$ cat config.mk
export PLATFORM = sky130hd
export DESIGN_NAME = segment_sequencer
export DESIGN_NICKNAME = d
export VERILOG_FILES = /design/src/rtl/segment_sequencer.sv
export SDC_FILE = /design/constraint.sdc
export NUM_CORES = 1
export LEC_CHECK = 0
export CAP_MARGIN = 20
export CORE_MARGIN = 10
export CORE_UTILIZATION = 45
export DETAILED_ROUTE_END_ITERATION = 7
export HOLD_SLACK_MARGIN = 0.08
export PLACE_DENSITY = 0.77
export SETUP_SLACK_MARGIN = 0.1
export SYNTH_ARGS = -nofsm -noshare
export SYNTH_HDL_FRONTEND = slang
export SYNTH_SLANG_ARGS = --single-unit
$ cat constraint.sdc
create_clock -name CLK -period 6.7 [get_ports CLK]
set_clock_uncertainty 0.2 [all_clocks]
set_input_delay 1.005 -clock CLK [delete_from_list [all_inputs] [get_ports CLK]]
set_output_delay 1.005 -clock CLK [all_outputs]
set_load 0.02 [all_outputs]
$ cat src/rtl/segment_sequencer.sv
// Multi-segment sample sequencer: generates the sample index and active segment,
// defers segment swaps to loop boundaries and stops after a finite repetition count.
module segment_sequencer #(
    parameter int NUM_SEGMENTS = 2,
    parameter int CYCLE_WIDTH  = 15,
    parameter int DIV_WIDTH    = 32,
    parameter int REP_WIDTH    = 16,
    parameter int SEG_WIDTH    = $clog2(NUM_SEGMENTS)
) (
    input  logic                              CLK,
    input  logic                              RST,
    input  logic                              TICK,
    input  logic                              UPDATE,
    input  logic [SEG_WIDTH-1:0]              REQ_SEGMENT,
    input  logic [NUM_SEGMENTS*CYCLE_WIDTH-1:0] CYCLE,
    input  logic [NUM_SEGMENTS*DIV_WIDTH-1:0] FREQ_DIV,
    input  logic [NUM_SEGMENTS*REP_WIDTH-1:0] REP,
    output logic [CYCLE_WIDTH-1:0]            IDX,
    output logic [SEG_WIDTH-1:0]              SEGMENT,
    output logic                              IDX_VALID,
    output logic                              STOP,
    output logic                              BUSY,
    output logic                              ERR
);

    typedef enum logic [1:0] {IDLE, RUN, PEND, FINISH} state_t;

    localparam logic [SEG_WIDTH:0] SEG_LIMIT = (SEG_WIDTH + 1)'(NUM_SEGMENTS);

    state_t                 state;
    logic [DIV_WIDTH-1:0]   div_cnt;
    logic [REP_WIDTH-1:0]   loop_cnt;
    logic [SEG_WIDTH-1:0]   pend_seg;

    logic [CYCLE_WIDTH-1:0] cur_cycle;
    logic [DIV_WIDTH-1:0]   cur_div;
    logic [REP_WIDTH-1:0]   cur_rep;
    logic [DIV_WIDTH-1:0]   div_last;
    logic                   req_valid;
    logic                   take_req;
    logic                   advance;
    logic                   at_wrap;
    logic                   finish_hit;
    logic                   swap_armed;
    logic [SEG_WIDTH-1:0]   swap_target;

    // Live view of the active segment's configuration fields.
    always_comb begin
        cur_cycle = '0;
        cur_div   = '0;
        cur_rep   = '0;
        for (int s = 0; s < NUM_SEGMENTS; s++) begin
            if (SEGMENT == SEG_WIDTH'(s)) begin
                cur_cycle = CYCLE[s*CYCLE_WIDTH +: CYCLE_WIDTH];
                cur_div   = FREQ_DIV[s*DIV_WIDTH +: DIV_WIDTH];
                cur_rep   = REP[s*REP_WIDTH +: REP_WIDTH];
            end
        end
    end

    // A divider of zero is treated as one, so the terminal count is then zero.
    always_comb begin
        div_last    = (cur_div == '0) ? '0 : cur_div - DIV_WIDTH'(1);
        req_valid   = ({1'b0, REQ_SEGMENT} < SEG_LIMIT);
        take_req    = UPDATE && req_valid;
        advance     = TICK && (div_cnt == div_last);
        at_wrap     = (IDX >= cur_cycle);
        finish_hit  = (cur_rep != '1) && (loop_cnt == cur_rep);
        swap_armed  = (state == PEND) || take_req;
        swap_target = take_req ? REQ_SEGMENT : pend_seg;
    end

    always_ff @(posedge CLK or posedge RST) begin
        if (RST) begin
            state     <= IDLE;
            IDX       <= '0;
            SEGMENT   <= '0;
            IDX_VALID <= 1'b0;
            STOP      <= 1'b0;
            BUSY      <= 1'b0;
            ERR       <= 1'b0;
            div_cnt   <= '0;
            loop_cnt  <= '0;
            pend_seg  <= '0;
        end else begin
            IDX_VALID <= 1'b0;
            ERR       <= UPDATE && !req_valid;
            case (state)
                IDLE: begin
                    if (take_req) begin
                        SEGMENT   <= REQ_SEGMENT;
                        IDX       <= '0;
                        IDX_VALID <= 1'b1;
                        div_cnt   <= '0;
                        loop_cnt  <= '0;
                        state     <= RUN;
                    end
                end
                RUN, PEND: begin
                    if (TICK) begin
                        if (advance) begin
                            div_cnt   <= '0;
                            IDX_VALID <= 1'b1;
                            if (at_wrap) begin
                                // A pending swap wins over a finite-repetition stop.
                                if (swap_armed) begin
                                    SEGMENT  <= swap_target;
                                    IDX      <= '0;
                                    loop_cnt <= '0;
                                    BUSY     <= 1'b0;
                                    state    <= RUN;
                                end else if (finish_hit) begin
                                    IDX       <= cur_cycle;
                                    IDX_VALID <= (IDX != cur_cycle);
                                    STOP      <= 1'b1;
                                    state     <= FINISH;
                                end else begin
                                    IDX <= '0;
                                    if (loop_cnt != '1) begin
                                        loop_cnt <= loop_cnt + REP_WIDTH'(1);
                                    end
                                end
                            end else begin
                                IDX <= IDX + CYCLE_WIDTH'(1);
                            end
                        end else begin
                            div_cnt <= div_cnt + DIV_WIDTH'(1);
                        end
                    end
                    if (take_req && !(advance && at_wrap)) begin
                        pend_seg <= REQ_SEGMENT;
                        BUSY     <= 1'b1;
                        state    <= PEND;
                    end
                end
                FINISH: begin
                    if (take_req) begin
                        SEGMENT   <= REQ_SEGMENT;
                        IDX       <= '0;
                        IDX_VALID <= 1'b1;
                        div_cnt   <= '0;
                        loop_cnt  <= '0;
                        STOP      <= 1'b0;
                        state     <= RUN;
                    end else if (IDX != cur_cycle) begin
                        // The held index follows a live change of the cycle length.
                        IDX       <= cur_cycle;
                        IDX_VALID <= 1'b1;
                    end
                end
                default: state <= IDLE;
            endcase
        end
    end

endmodule
==> impl_metrics.tcl, run 1 <==
set metrics [dict create \
    ant_nets 0 \
    drt_wl_total_um 24600 \
    synth_edf_count 0 \
    gr-max-usage-layer "met2" \
    cp-end-kind "flop" \
    hpwl_um 19400 \
    p_sw_share_pct 43.6 \
    cap_violations 0 \
    required_ns 6.68 \
    gp_congestion 1.00 \
    coreArea_um2 16100 \
    synthesis.area_um2 7450 \
    vias 7807 \
    ys_warn_count 0 \
    avgSynthCellArea_um2 8.15 \
    clk_pin_slew_worst_paths_ns 0.05 \
    dieArea_um2 22100 \
    use_met3_pct 5.43 \
    hold_buffers 0 \
    antenna_found_initial 0 \
    rsz0062_at_grt "no" \
    drcViolationCount 0 \
    multi_input_area_um2 5380 \
    setup_viol 0 \
    cp_cell_sequence "clkdlybuf4s50_1 > mux2i_1 > ha_1 > nor4b_1 > o22a_1 > nand3_2 > nor2_2 > mux2_2 > a2111oi_0 > nand4b_1 > nor4_4 > and4b_1 > or2_1 > a22oi_1" \
    slew_violations 0 \
    ctsResizeCount 0 \
    ys.flop_type "dfrtp_1" \
    synth-async-reset-ratio_pct 100 \
    regArea_um2 1760 \
    critPathMaxFanout 15 \
    worst_slack_ns 0.886 \
    worst_path_max_delay_cell "nor4b_1" \
    clk_path_buf_depth 2 \
    grt_util_met2_pct 33.5 \
    fmax_mhz 172 \
    fp.dieH_um 149 \
    grt_util_met1_pct 27.8 \
    num_rows 46 \
    syn_to_final_growth_pct 25.7 \
    p_clk_share_pct 18.4 \
    finalNetCount 1193 \
    grt_start_max_net_pins 93 \
    initial_utilization_pct 46.4 \
    clock_latency_ns 0.33 \
    crit_path_max_incr_delay_ns 0.56 \
    slew_headroom_pct 28.5 \
    post-place-ws_ns 0.627 \
    wl_per_cell_um 19.5 \
    cts_buffers 9 \
    synth-seq-cells 70 \
    fp.dieW_um 149 \
    worst_ep_arrival_time_ns 5.79 \
    ys_seq_area_share_pct 23.5 \
    grt_use_total_pct 21.3 \
    grt-ovfl-total 0 \
    path_class "in2reg" \
    worstSetupStartpointType "input port" \
    diodes 0 \
    portBuffers 149 \
    io_pins 151 \
    finalSetupTns_ns 0 \
    synth_cell_type_count 89 \
    p_leak_nw 3.82 \
    comb_power_share_pct 57.3 \
    power_density_nw_per_um2 255 \
    intPower_mw 1.35 \
    grt_pass1_vias 7409 \
    grt_first_pass_wirelength_um 38600 \
    min_period_ns 5.81 \
    outcome "complete, no violations" \
    irDropWorstVdd_mv 0.164 \
    syn_nets 1068 \
    dr.pass1.iters 8 \
    cts_root_buf "clkbuf_16" \
    cts.sinks 70 \
    cts_tree "built" \
    viasPerCell 6.20 \
    switching_power_mw 1.04 \
    htree_levels 3 \
    fin_crit_sh_pct 86.8 \
    hold_viol 0 \
    synthCells 915 \
    drive_gt1_share_pct 6.33 \
    fillers 1455 \
    hold_class "reg2reg" \
    cts_setup_buffers 0 \
    pwr-share-seq_pct 24.3 \
    max_slew.worst_pin.slew_ns 1.06 \
    drt-initial-drc-count 768 \
]
through the flow:
stage	std cells	hold slack (ns)	power (mW)	utilization, %	instance area [um^2]
after global routing	1259	0.320	2.56	58.3	9370
after floorplan	915	0.250	1.56	-	7450
final	1259	0.288	2.39	58.3	9370
after detailed placement	1245	0.281	1.93	56.6	9090
after CTS	1259	0.293	2.38	58.3	9370
after global placement	1245	0.273	1.91	56.6	9090
cell families (layout without fill, tap and decap cells):
logic type               after synthesis  after routing  synth area share [%]
AO/OA/AOI/OAI                        204            204                  19.1
XOR/XNOR                              92             92                  11.0
multiplexers                          78             78                  10.8
adder cells (fa/ha/maj)               22             22                  3.69
buffers and inverters                 73            201                  4.33
AND/OR/NAND/NOR                      375            375                  27.5
other                                  1              1                0.0503
flip-flops                            70             70                  23.5
worst max-delay path: cells and delay by family:
family | cells | cell delay (ns)
AOI/OAI and AO/OA | 3 | 0.86
adders and majority gates | 1 | 0.29
buffers and inverters | 1 | 0.44
and+or+nand+nor | 7 | 2.45
muxes | 2 | 0.74
sequential cells by signal, summed over array words and instances, names as in the netlist:
name / cells
state: 2
SEGMENT: 1
div_cnt: 32
IDX_VALID: 1
loop_cnt: 16
pend_seg: 1
BUSY: 1
STOP: 1
IDX: 15
power by group through the flow:
stage	sequential, mW	clock [mW]	combinational (mW)
2_1_floorplan	0.561	0	0.999
3_3_place_gp	0.584	0	1.33
3_5_place_dp	0.584	0	1.35
4_1_cts	0.579	0.449	1.36
5_1_grt	0.591	0.468	1.50
6_report	0.581	0.441	1.37
cell usage in the layout, fill, tap and decap left out, drive strengths merged, types with 26 or more instances in the layout:
cell type        n
clkdlybuf4s50  149
nor2            92
dfrtp           70
xnor2           57
nand2           57
mux2i           56
a21oi           46
nor3            37
xor2            34
nand4           31
nand3           30
inv             27
o21ai           27
nor4            26
cells in the mapped netlist, drive strengths merged (4+ instances only):
master / number / area (um^2)
nor2: 92 / 355
dfrtp: 70 / 1750
nand2: 57 / 216
xnor2: 57 / 499
mux2i: 56 / 561
a21oi: 46 / 230
nor3: 37 / 185
xor2: 34 / 298
nand4: 31 / 194
nand3: 30 / 155
inv: 27 / 101
o21ai: 27 / 135
nor4: 26 / 184
clkbuf: 24 / 90.1
buf: 22 / 131
ha: 22 / 275
mux2: 22 / 248
and3: 19 / 119
a31oi: 16 / 106
o21a: 15 / 113
o22ai: 12 / 75.1
nand2b: 9 / 56.3
or2: 9 / 56.3
and4: 8 / 70.1
nor3b: 8 / 60.1
a32o: 7 / 70.1
nor4b: 7 / 67.6
or4: 7 / 56.3
a211oi: 6 / 50.1
a21o: 6 / 45.0
a22oi: 6 / 45.0
a2bb2oi: 6 / 52.6
and2: 6 / 37.5
or3: 6 / 37.5
or4b: 6 / 60.1
a22o: 5 / 43.8
nor2b: 5 / 31.3
o2111ai: 5 / 43.8
o221ai: 5 / 43.8
a31o: 4 / 35.0
a41oi: 4 / 35.0
nand4b: 4 / 35.0
o31ai: 4 / 30.0
area by class of cell:
cell class	count	share of cell area, %
multi-input cells	772	57.4
well taps	216	2.88
inverters	27	1.08
repair buffers	160	16.9
clock inverters	1	0.0534
clock buffers	13	2.88
flip-flops and latches	70	18.7
per-layer routing:
metal	share of wire [%]	wire [um]
met1	43	10600
met2	45	11100
met3	9.1	2240
met4	2.5	623
met5	0	0
path summary, 6_finish.rpt:
check,startpoint,endpoint,slack [ns],cells after the start
min in group asynchronous,RST,IDX[14],1.07,3
worst min register to register,pend_seg,pend_seg,0.29,1
max in group asynchronous,RST,SEGMENT,4.56,3
worst min-delay path,pend_seg,pend_seg,0.29,1
worst max register to register,SEGMENT,state[1],1.16,13
worst max-delay path,FREQ_DIV[32],state[1],0.89,14
Note: power is estimated with default switching activity, not from simulation.
==> run 2: changes to the inputs <==
--- a/config.mk
+++ b/config.mk
@@ -5,12 +5,14 @@
 export SDC_FILE = /design/constraint.sdc
 export NUM_CORES = 1
 export LEC_CHECK = 0
-export CAP_MARGIN = 20
+export CAP_MARGIN = 10
+export CELL_PAD_IN_SITES_DETAIL_PLACEMENT = 1
+export CELL_PAD_IN_SITES_GLOBAL_PLACEMENT = 1
 export CORE_MARGIN = 10
-export CORE_UTILIZATION = 45
+export CORE_UTILIZATION = 35
 export DETAILED_ROUTE_END_ITERATION = 7
 export HOLD_SLACK_MARGIN = 0.08
-export PLACE_DENSITY = 0.77
+export PLACE_DENSITY = 0.81
 export SETUP_SLACK_MARGIN = 0.1
 export SYNTH_ARGS = -nofsm -noshare
 export SYNTH_HDL_FRONTEND = slang
==> run 2 against run 1 <==
Effect of this change: clock power grew 27%; first-iteration DRC count shrank 35%; sequential power grew 2%; combinational power grew 4%; register-to-register slack lost 0.31 ns; wire length grew 20%; largest power group unchanged; largest cell class unchanged.
==> impl_metrics.tcl, run 2 (same netlist as run 1, synthesis figures left out) <==
set metrics [dict create \
    hold_viol 0 \
    clk_path_buf_depth 2 \
    grt_pass1_vias 8398 \
    gp_congestion 0.948 \
    timing.rr.start "SEGMENT" \
    num_rows 53 \
    antenna_found_initial 4 \
    hold_buffers 0 \
    reg2reg_depth 13 \
    fin_crit_sh_pct 90.2 \
    outcome "complete, no violations" \
    path_class "in2reg" \
    wl_per_cell_um 22.3 \
    hold_slack_ns 0.286 \
    final_common_cell "clkdlybuf4s50_1" \
    coreArea_um2 21000 \
    slew_headroom_pct 28.7 \
    top_register "div_cnt" \
    crit_end "state[1]" \
    r2r_slack_ns 0.85 \
    slew_violations 0 \
    cts.sinks 70 \
    irDropWorstVdd_mv 0.143 \
    layout_common_cells "clkdlybuf4s50_1 (149), nor2_1 (90), dfrtp_1 (69)" \
    cp-end-kind "flop" \
    dieArea_um2 27500 \
    worstReg2RegEnd "state[1]" \
    critPathMaxFanout 15 \
    worst_ep_arrival_time_ns 6.03 \
    drt_wl_total_um 29500 \
    drcViolationCount 0 \
    initial_utilization_pct 35.6 \
    htree_levels 3 \
    grt_start_max_net_pins 47 \
    portBuffers 149 \
    fp.dieW_um 166 \
    worst_slack_ns 0.658 \
    hold_class "reg2reg" \
    syn_to_final_growth_pct 27.8 \
    drt-initial-drc-count 498 \
    finalSetupTns_ns 0 \
    post-place-ws_ns 0.399 \
    grt-ovfl-total 0 \
    dr.pass1.iters 5 \
    max_slew.worst_pin.slew_ns 1.06 \
    largest_reg_flops 32 \
    worstSetupStartpointType "input port" \
    cap_violations 0 \
    finalNetCount 1195 \
    io_pins 151 \
    p_leak_nw 3.85 \
    clk_pin_slew_worst_paths_ns 0.06 \
    cts_tree "built" \
    vias 7873 \
    grt_first_pass_wirelength_um 46200 \
    cp-startpoint "FREQ_DIV[32]" \
    min_period_ns 6.04 \
    setup_viol 0 \
    power_density_nw_per_um2 270 \
    fillers 2552 \
    rsz0062_at_grt "no" \
    cts_root_buf "clkbuf_16" \
    grt_use_total_pct 20.4 \
    cts_setup_buffers 0 \
    largestRegisters "div_cnt x32, loop_cnt x16, IDX x15" \
    ctsResizeCount 0 \
    hpwl_um 23600 \
    multi_input_area_um2 5380 \
    ant_nets 0 \
    fp.dieH_um 166 \
    viasPerCell 5.95 \
    fmax_mhz 166 \
    cts_buffers 9 \
    clock_latency_ns 0.35 \
    regArea_um2 1760 \
    drive_gt1_share_pct 6.69 \
    required_ns 6.68 \
]
run 2: cell types whose count changed in the layout (fill, tap and decap cells not counted):
cell	delta
buf_4	+2
diode_2	+2
clkbuf_8	-3
clkinvlp_4	+2
bufinv_16	+3
run 2: power breakdown:
group | switching (mW) | internal (mW)
clock network | 0.197 | 0.363
registers | 0.117 | 0.472
logic | 0.810 | 0.608
run 2: layout make-up:
class                   instances  area share (%)
multi-input cells             772            56.5
inverters                      27            1.06
clock buffers                  10            2.40
clock inverters                 6            1.16
flip-flops and latches         70            18.4
diodes                          2          0.0525
repair buffers                162            16.8
well taps                     275            3.61
run 2: critical path, stage by stage:
cell	delay [ns]
clkdlybuf4s50_1	0.42
mux2i_1	0.37
ha_1	0.28
nor4bb_1	0.58
nor2_1	0.32
nor4b_2	0.72
a31o_2	0.29
xnor2_1	0.08
nor4_1	0.26
nand4b_1	0.21
nor4_4	0.49
and4b_1	0.31
or2_1	0.47
a22oi_1	0.20
run 2: per-stage QoR:
step           utilization (%)  total power [mW]  instance area (um^2)  cells
6_report                  45.5              2.57                  9530   1324
4_1_cts                   45.4              2.58                  9520   1322
3_3_place_gp              43.8              1.95                  9180   1306
3_5_place_dp              43.8              2.00                  9180   1306
5_1_grt                   45.4              2.75                  9520   1323
2_1_floorplan                -              1.56                  7450    915
run 2: metal layers:
metal	track usage [%]	part of all wire (%)	up-vias
met3	4.57	5.9	51
li1	-	-	3706
met5	0	0.12	-
met4	6.90	2.8	4
met2	35.4	48	246
met1	24.3	43	3866
run 2: worst min-delay path by stage:
stage	slack, ns	cells past startpoint	to	from
after floorplan	0.25	1	pend_seg	pend_seg
after global placement	0.27	1	pend_seg	pend_seg
after detailed placement	0.28	1	pend_seg	pend_seg
after CTS	0.29	1	pend_seg	pend_seg
after global routing	0.30	1	pend_seg	pend_seg
final	0.29	1	pend_seg	pend_seg
